## src/rtl/memory_island_bank_arbiter.sv

```systemverilog
// rtl/memory_island_bank_arbiter.sv - one SRAM bank shared by round-robin narrow ports and a priority wide port.
// Wide traffic wins by default; a saturating stall counter hands the bank to a waiting narrow port.
module memory_island_bank_arbiter #(
   parameter int NumNarrow      = 4,
   parameter int AddrWidth      = 10,
   parameter int DataWidth      = 64,
   parameter int BankLatency    = 1,
   parameter int MaxNarrowStall = 7
) (
   input  logic                             clk_i,
   input  logic                             rst_i,
   input  logic [NumNarrow-1:0]             narrow_req_i,
   input  logic [NumNarrow-1:0]             narrow_we_i,
   input  logic [NumNarrow*AddrWidth-1:0]   narrow_addr_i,
   input  logic [NumNarrow*DataWidth-1:0]   narrow_wdata_i,
   input  logic [NumNarrow*DataWidth/8-1:0] narrow_be_i,
   output logic [NumNarrow-1:0]             narrow_gnt_o,
   output logic [NumNarrow-1:0]             narrow_rvalid_o,
   input  logic                             wide_req_i,
   input  logic                             wide_we_i,
   input  logic [AddrWidth-1:0]             wide_addr_i,
   input  logic [DataWidth-1:0]             wide_wdata_i,
   input  logic [DataWidth/8-1:0]           wide_be_i,
   output logic                             wide_gnt_o,
   output logic                             wide_rvalid_o,
   input  logic                             bank_ready_i,
   output logic                             bank_req_o,
   output logic                             bank_we_o,
   output logic [AddrWidth-1:0]             bank_addr_o,
   output logic [DataWidth-1:0]             bank_wdata_o,
   output logic [DataWidth/8-1:0]           bank_be_o,
   input  logic [DataWidth-1:0]             bank_rdata_i,
   output logic [DataWidth-1:0]             rdata_o
);
   localparam int IdxWidth = $clog2(NumNarrow);
   localparam int BeWidth  = DataWidth / 8;

   logic [IdxWidth-1:0]  rr_q;
   logic [IdxWidth-1:0]  rr_winner;
   logic [IdxWidth-1:0]  rr_next;
   logic [7:0]           stall_cnt;
   logic [NumNarrow-1:0] hi_mask;
   logic [NumNarrow-1:0] hi_req;
   logic [NumNarrow-1:0] pick;
   logic                 narrow_any;
   logic                 starve;
   logic                 wide_win;
   logic                 narrow_win;

   logic [BankLatency-1:0] pipe_valid;
   logic [BankLatency-1:0] pipe_wide;
   logic [IdxWidth-1:0]    pipe_idx [BankLatency];

   // Requests at or above the pointer take precedence; otherwise wrap to the lowest index.
   always_comb begin
      hi_mask = '0;
      for (int k = 0; k < NumNarrow; k++) begin
         hi_mask[k] = (k >= int'(rr_q));
      end
      hi_req    = narrow_req_i & hi_mask;
      pick      = (|hi_req) ? hi_req : narrow_req_i;
      rr_winner = '0;
      for (int k = NumNarrow - 1; k >= 0; k--) begin
         if (pick[k]) begin
            rr_winner = IdxWidth'(k);
         end
      end
   end

   assign rr_next    = (rr_winner == IdxWidth'(NumNarrow - 1)) ? '0 : rr_winner + 1'b1;
   assign narrow_any = |narrow_req_i;
   assign starve     = (stall_cnt == 8'(MaxNarrowStall)) && narrow_any;
   assign wide_win   = !rst_i && bank_ready_i && wide_req_i && !starve;
   assign narrow_win = !rst_i && bank_ready_i && narrow_any && !wide_win;

   always_comb begin
      narrow_gnt_o = '0;
      if (narrow_win) begin
         narrow_gnt_o[rr_winner] = 1'b1;
      end
   end

   assign wide_gnt_o   = wide_win;
   assign bank_req_o   = wide_win | narrow_win;
   assign bank_we_o    = narrow_win ? narrow_we_i[rr_winner] : wide_we_i;
   assign bank_addr_o  = narrow_win ? narrow_addr_i[rr_winner*AddrWidth +: AddrWidth] : wide_addr_i;
   assign bank_wdata_o = narrow_win ? narrow_wdata_i[rr_winner*DataWidth +: DataWidth] : wide_wdata_i;
   assign bank_be_o    = narrow_win ? narrow_be_i[rr_winner*BeWidth +: BeWidth] : wide_be_i;
   assign rdata_o      = bank_rdata_i;

   // A stalled cycle only counts when the bank could have served the narrow port.
   always_ff @(posedge clk_i or posedge rst_i) begin
      if (rst_i) begin
         rr_q      <= '0;
         stall_cnt <= '0;
      end else begin
         if (narrow_win) begin
            rr_q <= rr_next;
         end
         if (!narrow_any || narrow_win) begin
            stall_cnt <= '0;
         end else if (bank_ready_i && stall_cnt != 8'(MaxNarrowStall)) begin
            stall_cnt <= stall_cnt + 8'd1;
         end
      end
   end

   always_ff @(posedge clk_i or posedge rst_i) begin
      if (rst_i) begin
         pipe_valid <= '0;
         pipe_wide  <= '0;
         for (int s = 0; s < BankLatency; s++) begin
            pipe_idx[s] <= '0;
         end
      end else begin
         pipe_valid[0] <= bank_req_o;
         pipe_wide[0]  <= wide_win;
         pipe_idx[0]   <= rr_winner;
         for (int s = 1; s < BankLatency; s++) begin
            pipe_valid[s] <= pipe_valid[s-1];
            pipe_wide[s]  <= pipe_wide[s-1];
            pipe_idx[s]   <= pipe_idx[s-1];
         end
      end
   end

   assign wide_rvalid_o = pipe_valid[BankLatency-1] && pipe_wide[BankLatency-1];

   always_comb begin
      narrow_rvalid_o = '0;
      if (pipe_valid[BankLatency-1] && !pipe_wide[BankLatency-1]) begin
         narrow_rvalid_o[pipe_idx[BankLatency-1]] = 1'b1;
      end
   end
endmodule

```

## config.mk

```make
export PLATFORM = sky130hd
export DESIGN_NAME = memory_island_bank_arbiter
export DESIGN_NICKNAME = d
export VERILOG_FILES = /design/src/rtl/memory_island_bank_arbiter.sv
export SDC_FILE = /design/constraint.sdc
export NUM_CORES = 1
export LEC_CHECK = 0
export BUFFER_PORTS_ARGS = -buffer_cell sky130_fd_sc_hd__buf_2
export CAP_MARGIN = 25
export CORE_AREA = 2 2 253 255
export CTS_CLUSTER_SIZE = 8
export DETAILED_ROUTE_END_ITERATION = 8
export DIE_AREA = 0 0 255 257
export GPL_TIMING_DRIVEN = 0
export SYNTH_ARGS = -nofsm -noshare
export SYNTH_HDL_FRONTEND = slang
export SYNTH_SLANG_ARGS = --single-unit
export TNS_END_PERCENT = 5
```

## constraint.sdc

```tcl
create_clock -name clk_i -period 2.1 [get_ports clk_i]
set_input_delay 0.105 -clock clk_i [delete_from_list [all_inputs] [get_ports clk_i]]
set_output_delay 0.105 -clock clk_i [all_outputs]
set_load 0.01 [all_outputs]
```

# After elaboration in Yosys (flattened, before gate mapping)

Index checks and enable logic that the tools add are counted.

Add/sub/neg operators: 2
Multiply operators: 1
Order comparisons: 7
Equality and inequality tests: 3
Shift-type cells: 3
Multiplexer cells: 20
Bitwise operators: 2
Reductions and logical operators: 20

Operators with widths:

| operator                                                    | count |
|---|---|
| variable part select 256 x 9 -> 64 bit                      | 1 |
| 2-to-1 mux 64 bit                                           | 1 |
| variable part select 40 x 7 -> 10 bit                       | 1 |
| variable part select 32 x 6 -> 8 bit                        | 1 |
| 2-to-1 mux 8 bit                                            | 3 |
| 2-to-1 mux 4 bit                                            | 3 |
| logical AND 1 bit                                           | 11 |
| 2-to-1 mux 10 bit                                           | 1 |
| 2-to-1 mux 2 bit                                            | 5 |
| adder 8 x 1 -> 8 bit (second input constant)                | 1 |
| equality test 8 x 3 -> 1 bit (second input constant)        | 1 |
| != test 8 x 3 -> 1 bit (second input constant)              | 1 |
| OR reduction 4 bit                                          | 2 |
| less-than comparator 2 x 3 -> 1 bit (second input constant) | 2 |
| logical NOT 1 bit                                           | 5 |
| multiplier 2 x 3 -> 5 bit (second input constant)           | 1 |
| bitwise AND 4 bit                                           | 1 |
| demux 1 bit (select 2 bit)                                  | 2 |
| >= comparator 1 x 2 -> 1 bit (first input constant)         | 2 |
| >= comparator 2 x 1 -> 1 bit (second input constant)        | 2 |
| 2-to-1 mux 1 bit                                            | 4 |
| adder 2 x 1 -> 2 bit (second input constant)                | 1 |
| binary-select mux 1 bit (select 2 bit)                      | 1 |
| equality test 2 bit (second input constant)                 | 1 |
| other kinds (4)                                             | 4 |

Flip-flop bits (word level): 14
Input bits: 487
Output and inout port bits: 158
Word-level logic and storage cells: 63

# Logic depth before layout (Yosys ltp)

Gate-level depths: netlist of run 1.

Word-level depth: 13
Mapped depth: 9
Depth with buffers taken out: 7

# Worst setup path after synthesis of run 1

OpenSTA, ideal clock, no wires.

Kind: register to output
Start point: register stall_cnt[6]
End point: output port bank_be_o[7]
Arrival time: 2.074 ns
Required time: 1.995 ns
Slack: -0.079 ns
Cell stages (with the launch flop): 9
Path buffers: 3
Path through: dfrtp_1 or3_1 or4_1 buf_2 a221oi_2 buf_4 buf_6 nor2_1 a31oi_1

Longest elaborated chain between the ends: 7

Ends and longest elaborated chain:

| what                         | line | text |
|---|---|---|
| start: declaration           | 41   | `logic [7:0] stall_cnt;` |
| start signal: assignment     | 103  | `stall_cnt <= stall_cnt + 8'd1;` |
| equality test 8 x 3 -> 1 bit | 72   | `assign starve = (stall_cnt == 8'(MaxNarrowStall)) && narrow_any;` |
| logical AND 1 bit            | 72   |  |
| logical NOT 1 bit            | 73   | `assign wide_win = !rst_i && bank_ready_i && wide_req_i && !starve;` |
| logical AND 1 bit            | 73   |  |
| logical NOT 1 bit            | 74   | `assign narrow_win = !rst_i && bank_ready_i && narrow_any && !wide_win;` |
| logical AND 1 bit            | 74   |  |
| 2-to-1 mux 8 bit             | 88   | `assign bank_be_o = narrow_win ? narrow_be_i[rr_winner*BeWidth +: BeWidth] : wide_be_i;` |
| end: declaration             | 31   | `output logic [DataWidth/8-1:0] bank_be_o,` |

Every way passes these cells.

# Worst setup path in the final report of run 1

Start point: register stall_cnt[7]
End point: output port bank_addr_o[6]

Longest elaborated chain between the ends: 7

Ends and longest elaborated chain:

| what                         | line | text |
|---|---|---|
| equality test 8 x 3 -> 1 bit | 72   |  |
| logical AND 1 bit            | 72   |  |
| logical NOT 1 bit            | 73   |  |
| logical AND 1 bit            | 73   |  |
| logical NOT 1 bit            | 74   |  |
| logical AND 1 bit            | 74   |  |
| 2-to-1 mux 10 bit            | 86   | `assign bank_addr_o = narrow_win ? narrow_addr_i[rr_winner*AddrWidth +: AddrWidth] : wide_addr_i;` |
| end: declaration             | 29   | `output logic [AddrWidth-1:0] bank_addr_o,` |

Every way passes these cells.

==> results of run 1 <==
-- stage by stage --
step | hold WS, ps | worst slack [ps] | TNS (ps) | std cells | power, mW
floorplan | 2.236 | -75.94 | -6281 | 740 | 3.078
global placement | 180.7 | -2215 | -138500 | 2165 | 5.563
detailed placement | 183.5 | -1674 | -100800 | 2168 | 5.630
CTS | 180.1 | -811.1 | -64350 | 2179 | 6.289
global route | 204.6 | -818.2 | -65150 | 2192 | 6.848
finish | 188.4 | -774.3 | -55920 | 2200 | 6.398
-- power by group through the flow --
stage          Sequential (mW)  Combinational, mW  Clock [mW]
3_3_place_gp             0.416               5.15           0
6_report                 0.436               5.60       0.361
2_1_floorplan            0.397               2.68           0
5_1_grt                  0.446               6.02       0.380
3_5_place_dp             0.419               5.21           0
4_1_cts                  0.425               5.50       0.367
-- flip-flops by register name, indices dropped and copies added, names as in the netlist --
signal / count
stall_cnt: 8
pipe_idx: 2
rr_q: 2
pipe_valid: 1
pipe_wide: 1
-- routing by layer --
| layer | vias to the layer above | global-route usage [%] |
|---|---|---|
| li1 | 3944 | - |
| met4 | 0 | 6.741 |
| met1 | 4055 | 16.51 |
| met5 | - | 0 |
| met3 | 86 | 1.709 |
| met2 | 612 | 20.72 |
-- final cells by class --
| type | count | share of cell area, % |
|---|---|---|
| Multi-Input combinational cell | 574 | 37.66 |
| Inverter | 4 | 0.1583 |
| Buffer | 146 | 12.53 |
| Clock buffer | 3 | 0.7917 |
| Antenna cell | 16 | 0.4222 |
| Tap cell | 846 | 11.16 |
| Timing Repair Buffer | 597 | 33.55 |
| Sequential cell | 14 | 3.721 |
-- worst register-to-register path, stage by stage, from the launching register on --
cell	delay, ps
sky130_fd_sc_hd__dfrtp_1	370
sky130_fd_sc_hd__or3_1	370
sky130_fd_sc_hd__or4_4	450
sky130_fd_sc_hd__a221oi_4	320
sky130_fd_sc_hd__buf_12	220
sky130_fd_sc_hd__buf_16	220
sky130_fd_sc_hd__buf_12	130
sky130_fd_sc_hd__nand2_4	50
sky130_fd_sc_hd__o21a_1	100
-- kinds of logic after synthesis --
group	Yosys count
buffers and inverters	152
adders and majority gates	2
xor gates and xnor gates	7
AOI/OAI and AO/OA	346
DFF	14
and+or+nand+nor	219
-- repair_timing --
| item | 4_1_cts | 5_1_grt |
|---|---|---|
| pin swaps | 4 | 5 |
| hold buffers | 1 | 0 |
| setup buffers | 6 | 4 |
| hold endpoints to repair | 14 | 0 |
| cloned | 2 | 2 |
| endpoints found under the setup margin | 90 | 98 |
| resized for setup | 120 | 48 |
-- cell usage after synthesis (2+ instances only) --
master | instances | area [sq um]
sky130_fd_sc_hd__nand3_1 | 86 | 430.4
sky130_fd_sc_hd__o21a_1 | 2 | 15.01
sky130_fd_sc_hd__nor4bb_1 | 2 | 20.02
sky130_fd_sc_hd__a22oi_1 | 83 | 623.1
sky130_fd_sc_hd__ha_1 | 2 | 25.02
sky130_fd_sc_hd__buf_6 | 9 | 101.4
sky130_fd_sc_hd__buf_4 | 74 | 555.5
sky130_fd_sc_hd__nand2_1 | 9 | 33.78
sky130_fd_sc_hd__and4b_1 | 2 | 20.02
sky130_fd_sc_hd__nor2_1 | 102 | 382.9
sky130_fd_sc_hd__o21ai_0 | 86 | 430.4
sky130_fd_sc_hd__xnor2_1 | 2 | 17.52
sky130_fd_sc_hd__a21o_1 | 85 | 638.1
sky130_fd_sc_hd__clkbuf_1 | 57 | 214.0
sky130_fd_sc_hd__inv_1 | 4 | 15.01
sky130_fd_sc_hd__or4_1 | 2 | 15.01
sky130_fd_sc_hd__nand4_1 | 3 | 18.77
sky130_fd_sc_hd__dfrtp_1 | 14 | 350.3
sky130_fd_sc_hd__a21oi_1 | 3 | 15.01
sky130_fd_sc_hd__a31oi_1 | 83 | 519.3
sky130_fd_sc_hd__buf_1 | 7 | 26.28
sky130_fd_sc_hd__nand2b_1 | 2 | 12.51
sky130_fd_sc_hd__nor2b_1 | 2 | 12.51
sky130_fd_sc_hd__xor2_1 | 5 | 43.79
sky130_fd_sc_hd__and2_1 | 3 | 18.77
-- how the worst max path moves through the flow --
stage	from	endpoint	slack [ps]	cells after the start
final	stall_cnt[7]	bank_addr_o[6]	-770	9
after global routing	stall_cnt[7]	bank_addr_o[6]	-820	9
after CTS	stall_cnt[7]	bank_wdata_o[33]	-810	9
after detailed placement	rr_q[0]	bank_wdata_o[25]	-1670	8
after global placement	rr_q[1]	bank_wdata_o[27]	-2220	8
after floorplan	stall_cnt[6]	bank_addr_o[3]	-80	8
==> out/results.tsv, run 1 <==
metric	value	unit
critical-path-top-delay-family	simple AND/OR/NAND/NOR gates	
die_h	257	um
rows	92	
yosysWarnings	0	
overflow	0	
tritoncts	yes	
detail_route.first_pass.iterations	5	
rrSetupSlack	-250	ps
hp-class	input port to flop	
drt_first_iter_violations	725	
timing.critical_path.mode_cell	sky130_fd_sc_hd__buf_12	
headroom_to_the_max_slew_limit	46.86	%
wl_met1	19870	um
max_cap_viol_count	0	
buffer_ports.inserted	579	
synth.net_count	1229	
max_freq	347.9	MHz
floorplan.initialDensity	7.407	%
drt-wirelength-per-cell	20.89	um
final_period_demand_of_the_worst_path	2874	ps
die_area	0.06554	sq mm
via_count_of_the_first_global_routing_pass	8291	
combinational_family_with_the_most_area_after_synthesis	compound AO/OA/AOI/OAI gates	
setup_repair_after_global_routing_missed_its_margin	yes	
stdcell_area	0.009483	sq mm
failed_checks	negative setup slack	
antenna_left	0	
worst_r2r_end	rr_q[0]	
pwr_density_cell	674.7	mW/mm^2
critical_path.max_stage_delay	450	ps
path_cells	or3_1, or4_4, a221oi_4, buf_6, buf_12, buf_12, nor2_2, a31oi_2, buf_2	
placedInstanceArea	0.008692	sq mm
endpoint_kind	output pin	
min_delay_worst_endpoint	pipe_wide	
critPathArrivalTime	2770	ps
startpoint_of_the_worst_slack_reg_to_reg_timing_path	stall_cnt[7]	
tightest_slew	797.1	ps
n_fill_cell	7275	
fp.dieW	255	um
via_count	8697	
syn_area_per_cell	6.280	sq um
top_layer_used	met4	
gr-usage-all-layers	12.83	%
synth_cells	740	
skew	3.266	ps
final_core_utilization	15.12	%
multi_input_comb_area	0.003571	sq mm
wl_met3	3320	um
worst_setup_hold_path_clk_slew	50	ps
dp_hpwl	37650	um
grt_antenna_before_repair	11	
drt_wl_total	45970	um
placeable_area	0.06274	sq mm
largest_net_degree_at_the_start_of_global_routing	15	
seq_power_share	6.8	%
worst_setup_path_start_kind	flop	
ys_types	36	
drt-vias-per-instance	3.953	
design.final.nets	1829	
mostFrequentLayoutCells	578 x sky130_fd_sc_hd__buf_2, 90 x sky130_fd_sc_hd__nor2_1, 86 x sky130_fd_sc_hd__nand3_1	
register_area	352.8	sq um
grt_pass1_wl	58490	um
switching_power	3.745	mW
post_synth_instance_area	0.004647	sq mm
synth.yosys.seq_area_share	7.539	%
holdPathStages	2	
flow.area_growth_from_synthesis	104.1	%
synthAdderAreaFrac	0.5385	%
vdd.ir_drop.worst	0.0004529	V
setup_violations	89	
path_buf_inv	4	
gp_congestion	0.9028	
timing.critical_path.fanout_max	6	
ys_dominant_reg_cell	sky130_fd_sc_hd__dfrtp_1	
drv_slew	0	
yosys-mux-area-fraction	0	%
combinationalPowerShare	87.5	%
clock-sinks	14	
clk_pwr_share	5.6	%
timing.final.hold_violations	0	
ios	645	
cts_buf_count	3	
finalCritPeriodShare	136.9	%
met2_layer_wire_length_in_the_routed_design	20740	um
cts-htree-levels	1	
cts.path.max_buffers	2	
power.internal	2.653	mW
worst_skew_pair.late_latency	250	ps
ys_async_sr_fraction	100.0	%
synth_simple_gate_area_share	21.70	%
ff2ff_path_depth	8	
timing.critical_path.required	2000	ps
switching_power_share_of_the_total	58.54	%
crit_path_max_delay_cell_type	sky130_fd_sc_hd__or4_4	
root_cell_of_the_clock_tree	sky130_fd_sc_hd__clkbuf_16	
ys_seq_elements	14	
synth-compound-area-share	49.17	%
detail_route.drc_violations	0	
count_of_flip_flops_with_a_built_in_enable_after_synthesis	0	
setup.worst_path.class	flop to output pin	
timing.hold.worst.start	wide_req_i	
synth_xor_xnor_area_share	1.319	%
layout_commonest_cell	sky130_fd_sc_hd__buf_2	
run_status	finished with violations	
post_route_cells_drive_above_1_share	57.32	%
static-leakage-power	4.590	nW
final_critical_path_setup_slack	-774.3	ps
No activity file was read; power rests on OpenSTA's default activity.
==> inputs of run 2 (changes only) <==
--- a/config.mk
+++ b/config.mk
@@ -7,11 +7,12 @@
 export LEC_CHECK = 0
 export BUFFER_PORTS_ARGS = -buffer_cell sky130_fd_sc_hd__buf_2
 export CAP_MARGIN = 25
-export CORE_AREA = 2 2 253 255
+export CORE_AREA = 2 2 248 250
 export CTS_CLUSTER_SIZE = 8
 export DETAILED_ROUTE_END_ITERATION = 8
-export DIE_AREA = 0 0 255 257
+export DIE_AREA = 0 0 250 252
 export GPL_TIMING_DRIVEN = 0
+export SETUP_SLACK_MARGIN = 0.4
 export SYNTH_ARGS = -nofsm -noshare
 export SYNTH_HDL_FRONTEND = slang
 export SYNTH_SLANG_ARGS = --single-unit
==> constraint.sdc (replaced) <==
create_clock -name clk_i -period 2.7 [get_ports clk_i]
set_input_delay 0.135 -clock clk_i [delete_from_list [all_inputs] [get_ports clk_i]]
set_output_delay 0.135 -clock clk_i [all_outputs]
set_load 0.01 [all_outputs]
==> out/results.tsv, run 2 (synthesis results as in run 1) <==
metric	value	unit	change
placeable_area	0.06013	sq mm	-4.1%
grt_antenna_before_repair	15		+4
rrSetupSlack	280	ps	+530 ps
buffer_ports.inserted	579		unchanged
via_count	8556		-1.6%
drt_wl_total	45240	um	-1.6%
failed_checks	negative setup slack		
layout_commonest_cell	sky130_fd_sc_hd__buf_2		
root_cell_of_the_clock_tree	sky130_fd_sc_hd__clkbuf_16		
cts_buf_count	3		unchanged
mostFrequentLayoutCells	574 x sky130_fd_sc_hd__buf_2, 91 x sky130_fd_sc_hd__nor2_1, 86 x sky130_fd_sc_hd__nand3_1		
final_critical_path_setup_slack	-276.3	ps	+498.1 ps
max_cap_viol_count	0		unchanged
top_usage_layer	met2		
dp_hpwl	36570	um	-2.9%
run_status	finished with violations		
critical-path-top-delay-family	buffers and inverters		
min_delay_worst_endpoint	pipe_wide		
cts.path.max_buffers	2		unchanged
max_freq	336.0	MHz	
critical_path_cell_count	11		+2
vdd.ir_drop.worst	0.0002544	V	-44%
startpoint_of_the_worst_slack_reg_to_reg_timing_path	stall_cnt[1]		
largest_net_degree_at_the_start_of_global_routing	15		unchanged
fp.dieW	250	um	-2.0%
timing.critical_path.required	2570	ps	+570 ps
worst_r2r_end	rr_q[0]		
detail_route.drc_violations	0		unchanged
final_period_demand_of_the_worst_path	2976	ps	
total_power_draw	4.742	mW	-26%
antenna_left	0		unchanged
via_count_of_the_first_global_routing_pass	8035		-3.1%
tightest_slew	739.8	ps	-57.39 ps
n_fill_cell	7042		-3.2%
headroom_to_the_max_slew_limit	50.68	%	+3.8 points
endpoint_kind	output pin		
cts-htree-levels	1		unchanged
setup_repair_after_global_routing_missed_its_margin	yes		
largest_register	stall_cnt		
gr-usage-all-layers	13.07	%	+0.24 points
grtUsageMet3	2.156	%	+0.45 points
hp-class	input port to flop		
ios	645		unchanged
holdPathStages	2		unchanged
final_core_utilization	15.64	%	+0.52 points
worst_setup_path_start_kind	flop		
path_buf_inv	5		+1
tritoncts	yes		
gp_congestion	0.9335		+3.4%
clock-sinks	14		unchanged
overflow	0		unchanged
placed_cell_count	2103		-3.0%
crit_path_max_delay_cell_type	sky130_fd_sc_hd__or4_1		
timing.critical_path.fanout_max	10		+4
finalCritPeriodShare	110.2	%	
drv_slew	0		unchanged
die_h	252	um	-1.9%
drt_first_iter_violations	751		+3.6%
die_area	0.06300	sq mm	-3.9%
met2_usage	21.70	%	+0.98 points
drt-wirelength-per-cell	21.19	um	+1.4%
worst_setup_hold_path_clk_slew	50	ps	about the same
post_route_cells_drive_above_1_share	56.01	%	-1.3 points
static-leakage-power	4.556	nW	-0.74%
drt-vias-per-instance	4.007		+1.4%
largest_register_ffs	8		unchanged
timing.hold.worst.start	wide_req_i		
ff2ff_path_depth	10		+2
gr-usage-met1	16.52	%	about the same
path_cells	ha_2, nand2_2, or4_1, buf_6, a221oi_4, buf_12, buf_16, buf_8, nor2_1, a31oi_2, buf_2		
skew	4.572	ps	+1.306 ps
grt_pass1_wl	58220	um	-0.46%
setup_violations	86		-3.4%
largest_regs	stall_cnt: 8 flops, pipe_idx: 2 flops, rr_q: 2 flops		
critPathArrivalTime	2840	ps	+70 ps
flow.area_growth_from_synthesis	102.3	%	
setup.worst_path.class	flop to output pin		
floorplan.initialDensity	7.728	%	+0.32 points
design.final.nets	1829		unchanged
pwr_density_cell	504.3	mW/mm^2	-25%
worst_skew_pair.late_latency	250	ps	about the same
critical_path.max_stage_delay	480	ps	+30 ps
detail_route.first_pass.iterations	5		unchanged
timing.final.hold_violations	0		unchanged
rows	90		-2.2%
final_cells	2135		-3.0%
run 2: stage by stage:
stage	setup TNS (ps)	cell area [sq um]	worst slack, ps	hold WS (ps)
6_report	-15220	9403	-276.3	230.7
5_1_grt	-24730	9393	-349.8	236.1
4_1_cts	-20080	8964	-295.6	217.8
3_5_place_dp	-25220	8551	-779.3	224.8
3_3_place_gp	-97650	8523	-1788	224.3
2_1_floorplan	0	4647	491.3	32.24
run 2: per-layer routing:
| layer | wire [um] | vias up |
|---|---|---|
| li1 | - | 3937 |
| met1 | 18910 | 3934 |
| met2 | 21050 | 591 |
| met3 | 3131 | 88 |
| met4 | 2118 | 6 |
| met5 | 37 | - |
run 2: area by class of cell:
cell class / count / area, sq um / share of cell area, %
antenna: 14 / 35.03 / 0.3726
multi-input combinational: 574 / 3563 / 37.90
timing repair buffer: 595 / 3236 / 34.41
sequential: 14 / 350.3 / 3.726
tap: 782 / 978.4 / 10.41
buffer: 148 / 1136 / 12.08
inverter: 4 / 15.01 / 0.1597
clock buffer: 4 / 88.84 / 0.9448
run 2: how the worst max path moves through the flow:
| stage | startpoint | endpoint | slack (ps) |
|---|---|---|---|
| floorplan | stall_cnt[6] | bank_be_o[7] | 490 |
| global placement | rr_q[0] | bank_wdata_o[26] | -1790 |
| detailed placement | rr_q[0] | bank_wdata_o[26] | -780 |
| CTS | stall_cnt[6] | bank_wdata_o[36] | -300 |
| global route | stall_cnt[0] | bank_wdata_o[59] | -350 |
| finish | stall_cnt[1] | bank_wdata_o[59] | -280 |
run 2: repair_timing:
action / CTS / global route
endpoints found under the hold margin: 14 / 0
gates cloned: 3 / 6
hold buffers: 1 / 0
pin swaps: 1 / 2
buffers inserted: 2 / 2
setup endpoints to repair: 90 / 89
gates resized for setup: 69 / 80
run 2: power by group:
part	switching [mW]	internal [mW]	total [mW]
clock network	0.0902	0.225	0.315
logic	2.57	1.53	4.10
registers	0.0701	0.261	0.331
==> inputs of run 3 (changes only) <==
--- a/config.mk
+++ b/config.mk
@@ -13,6 +13,7 @@
 export DIE_AREA = 0 0 250 252
 export GPL_TIMING_DRIVEN = 0
 export SETUP_SLACK_MARGIN = 0.4
+export SKIP_LAST_GASP = 1
 export SYNTH_ARGS = -nofsm -noshare
 export SYNTH_HDL_FRONTEND = slang
 export SYNTH_SLANG_ARGS = --single-unit
==> out/results.tsv, run 3 (synthesis results as in run 1) <==
metric	value	unit	change
run_status	finished with violations		
failed_checks	negative setup slack		
design.final.nets	1829		unchanged
rows	90		unchanged
die_area	0.06300	sq mm	unchanged
largest_register_ffs	8		unchanged
placeable_area	0.06013	sq mm	unchanged
drv_slew	0		unchanged
n_fill_cell	7051		+0.13%
fp.dieW	250	um	unchanged
antenna_left	0		unchanged
seq_power_share	7.1	%	about the same
floorplan.initialDensity	7.728	%	unchanged
max_freq	338.1	MHz	+0.63%
timing.hold.worst.start	wide_req_i		
switching_power_share_of_the_total	57.64	%	+0.098 points
power.internal	1.975	mW	-1.9%
detail_route.drc_violations	0		unchanged
cts_buf_count	3		unchanged
grt_antenna_before_repair	16		+1
grt_pass1_wl	58160	um	-0.11%
drt-wirelength-per-cell	21.13	um	-0.28%
mostFrequentLayoutCells	578 x sky130_fd_sc_hd__buf_2, 98 x sky130_fd_sc_hd__nor2_1, 86 x sky130_fd_sc_hd__o21ai_0, 86 x sky130_fd_sc_hd__nand3_1, 84 x sky130_fd_sc_hd__a21o_1		
combinationalPowerShare	86.2	%	-0.2 points
largest_net_degree_at_the_start_of_global_routing	15		unchanged
largest_register	stall_cnt		
skew	2.682	ps	-1.890 ps
final_cells	2136		+0.047%
setup_violations	87		+1.2%
worst_skew_pair.late_latency	250	ps	about the same
setup_repair_after_global_routing_missed_its_margin	yes		
finalCritPeriodShare	109.5	%	-0.69 points
tightest_slew	717.6	ps	-22.12 ps
worst_setup_path_start_kind	flop		
via_count_of_the_first_global_routing_pass	8027		-0.10%
static-leakage-power	4.530	nW	-0.57%
largest_regs	stall_cnt: 8 flops, pipe_idx: 2 flops, rr_q: 2 flops		
timing.critical_path.fanout_max	10		unchanged
ios	645		unchanged
total_power_draw	4.662	mW	-1.7%
layout_commonest_cell	sky130_fd_sc_hd__buf_2		
die_h	252	um	unchanged
drt_wl_total	45140	um	-0.23%
detail_route.first_pass.iterations	5		unchanged
gr-usage-all-layers	13.05	%	-0.013 points
placed_cell_count	2103		unchanged
clk_pwr_share	6.7	%	about the same
pwr_density_cell	504.7	mW/mm^2	about the same
dp_hpwl	36570	um	unchanged
vdd.ir_drop.worst	0.0002550	V	+0.25%
cts.path.max_buffers	2		unchanged
timing.critical_path.required	2570	ps	about the same
via_count	8514		-0.49%
cts-htree-levels	1		unchanged
root_cell_of_the_clock_tree	sky130_fd_sc_hd__clkbuf_16		
setup.worst_path.class	flop to output pin		
dpl_worst_slack	-779.3	ps	unchanged
startpoint_of_the_worst_slack_reg_to_reg_timing_path	stall_cnt[1]		
critPathArrivalTime	2820	ps	-20 ps
post_route_cells_drive_above_1_share	54.52	%	-1.5 points
endpoint_kind	output pin		
final_period_demand_of_the_worst_path	2958	ps	-18.63 ps
drt_first_iter_violations	727		-3.2%
clock-sinks	14		unchanged
buffer_ports.inserted	579		unchanged
headroom_to_the_max_slew_limit	52.16	%	+1.5 points
setup.worst_path.start	stall_cnt[1]		
gp_congestion	0.9335		unchanged
hp-class	input port to flop		
max_cap_viol_count	0		unchanged
overflow	0		unchanged
tritoncts	yes		
switching_power	2.687	mW	-1.5%
flow.area_growth_from_synthesis	98.76	%	
worst_setup_hold_path_clk_slew	50	ps	about the same
final_critical_path_setup_slack	-257.7	ps	+18.63 ps
drt-vias-per-instance	3.986		-0.54%
timing.final.hold_violations	0		unchanged
==> run 3: changes by cell type in the layout (fill, tap and decap cells not counted), sizes merged <==
cell           before  now
buf               682  680
clkbuf             64   65
clkdlybuf4s15       0    1
diode              14   15
==> run 3: path summary, 6_finish.rpt <==
path / endpoint / depth (start not counted) / slack, ps
max: bank_addr_o[2] / 11 / -260
min: pipe_wide / 2 / 230
max reg2reg: rr_q[0] / 10 / 260
min reg2reg: stall_cnt[7] / 2 / 540
max in group asynchronous: stall_cnt[6] / 3 / 1710
min in group asynchronous: pipe_idx[1] / 3 / 570
==> run 3: stage by stage <==
stage | utilization (%) | instance area (sq um) | hold WS [ps] | TNS (ps)
after global routing | 15.34 | 9224 | 234.9 | -26150
after floorplan | - | 4647 | 32.24 | 0
after detailed placement | 14.22 | 8551 | 224.8 | -25220
after global placement | 14.17 | 8523 | 224.3 | -97650
after CTS | 14.83 | 8919 | 217.8 | -20630
final | 15.36 | 9236 | 232.5 | -15610
==> run 3: worst max-delay path, stage by stage (launching register included) <==
cell and delay [ps]:
sky130_fd_sc_hd__dfrtp_1 390, sky130_fd_sc_hd__ha_2 230, sky130_fd_sc_hd__nand2_2 60, sky130_fd_sc_hd__or4_1 480
sky130_fd_sc_hd__buf_6 150, sky130_fd_sc_hd__a221oi_4 250, sky130_fd_sc_hd__buf_12 160, sky130_fd_sc_hd__buf_16 170
sky130_fd_sc_hd__buf_6 190, sky130_fd_sc_hd__nor2_1 50, sky130_fd_sc_hd__a31oi_1 240, sky130_fd_sc_hd__buf_2 190
==> run 3: area by class of cell <==
class                      instances  area (sq um)  area share, %
sequential                        14         350.3          3.793
timing repair buffer             595          3203          34.68
inverter                           4         15.01         0.1626
antenna                           15         37.54         0.4064
clock buffer                       4         88.84         0.9618
multi-input combinational        574          3462          37.48
tap                              782         978.4          10.59
buffer                           148          1101          11.92
==> run 3: routing by layer <==
metal / vias up / GRT usage [%] / share of wire (%)
li1: 3936 / - / -
met1: 3909 / 16.51 / 42
met2: 582 / 21.69 / 46
met3: 81 / 2.125 / 6.9
met4: 6 / 6.056 / 4.5
met5: - / 0 / 0.082
==> run 3: what timing repair did <==
action | 4_1_cts | 5_1_grt
resized for setup | 55 | 52
setup endpoints to repair | 90 | 89
gates cloned | 3 | 6
hold endpoints to repair | 14 | 0
hold buffers | 1 | 0
buffers inserted | 2 | 2
pin swaps | 1 | 2
==> run 3: power groups by stage <==
stage | clock [mW] | sequential, mW | combinational, mW
floorplan | 0 | 0.309 | 2.07
global placement | 0 | 0.325 | 3.82
detailed placement | 0 | 0.327 | 3.85
CTS | 0.319 | 0.323 | 3.96
global route | 0.333 | 0.340 | 4.37
finish | 0.312 | 0.330 | 4.02
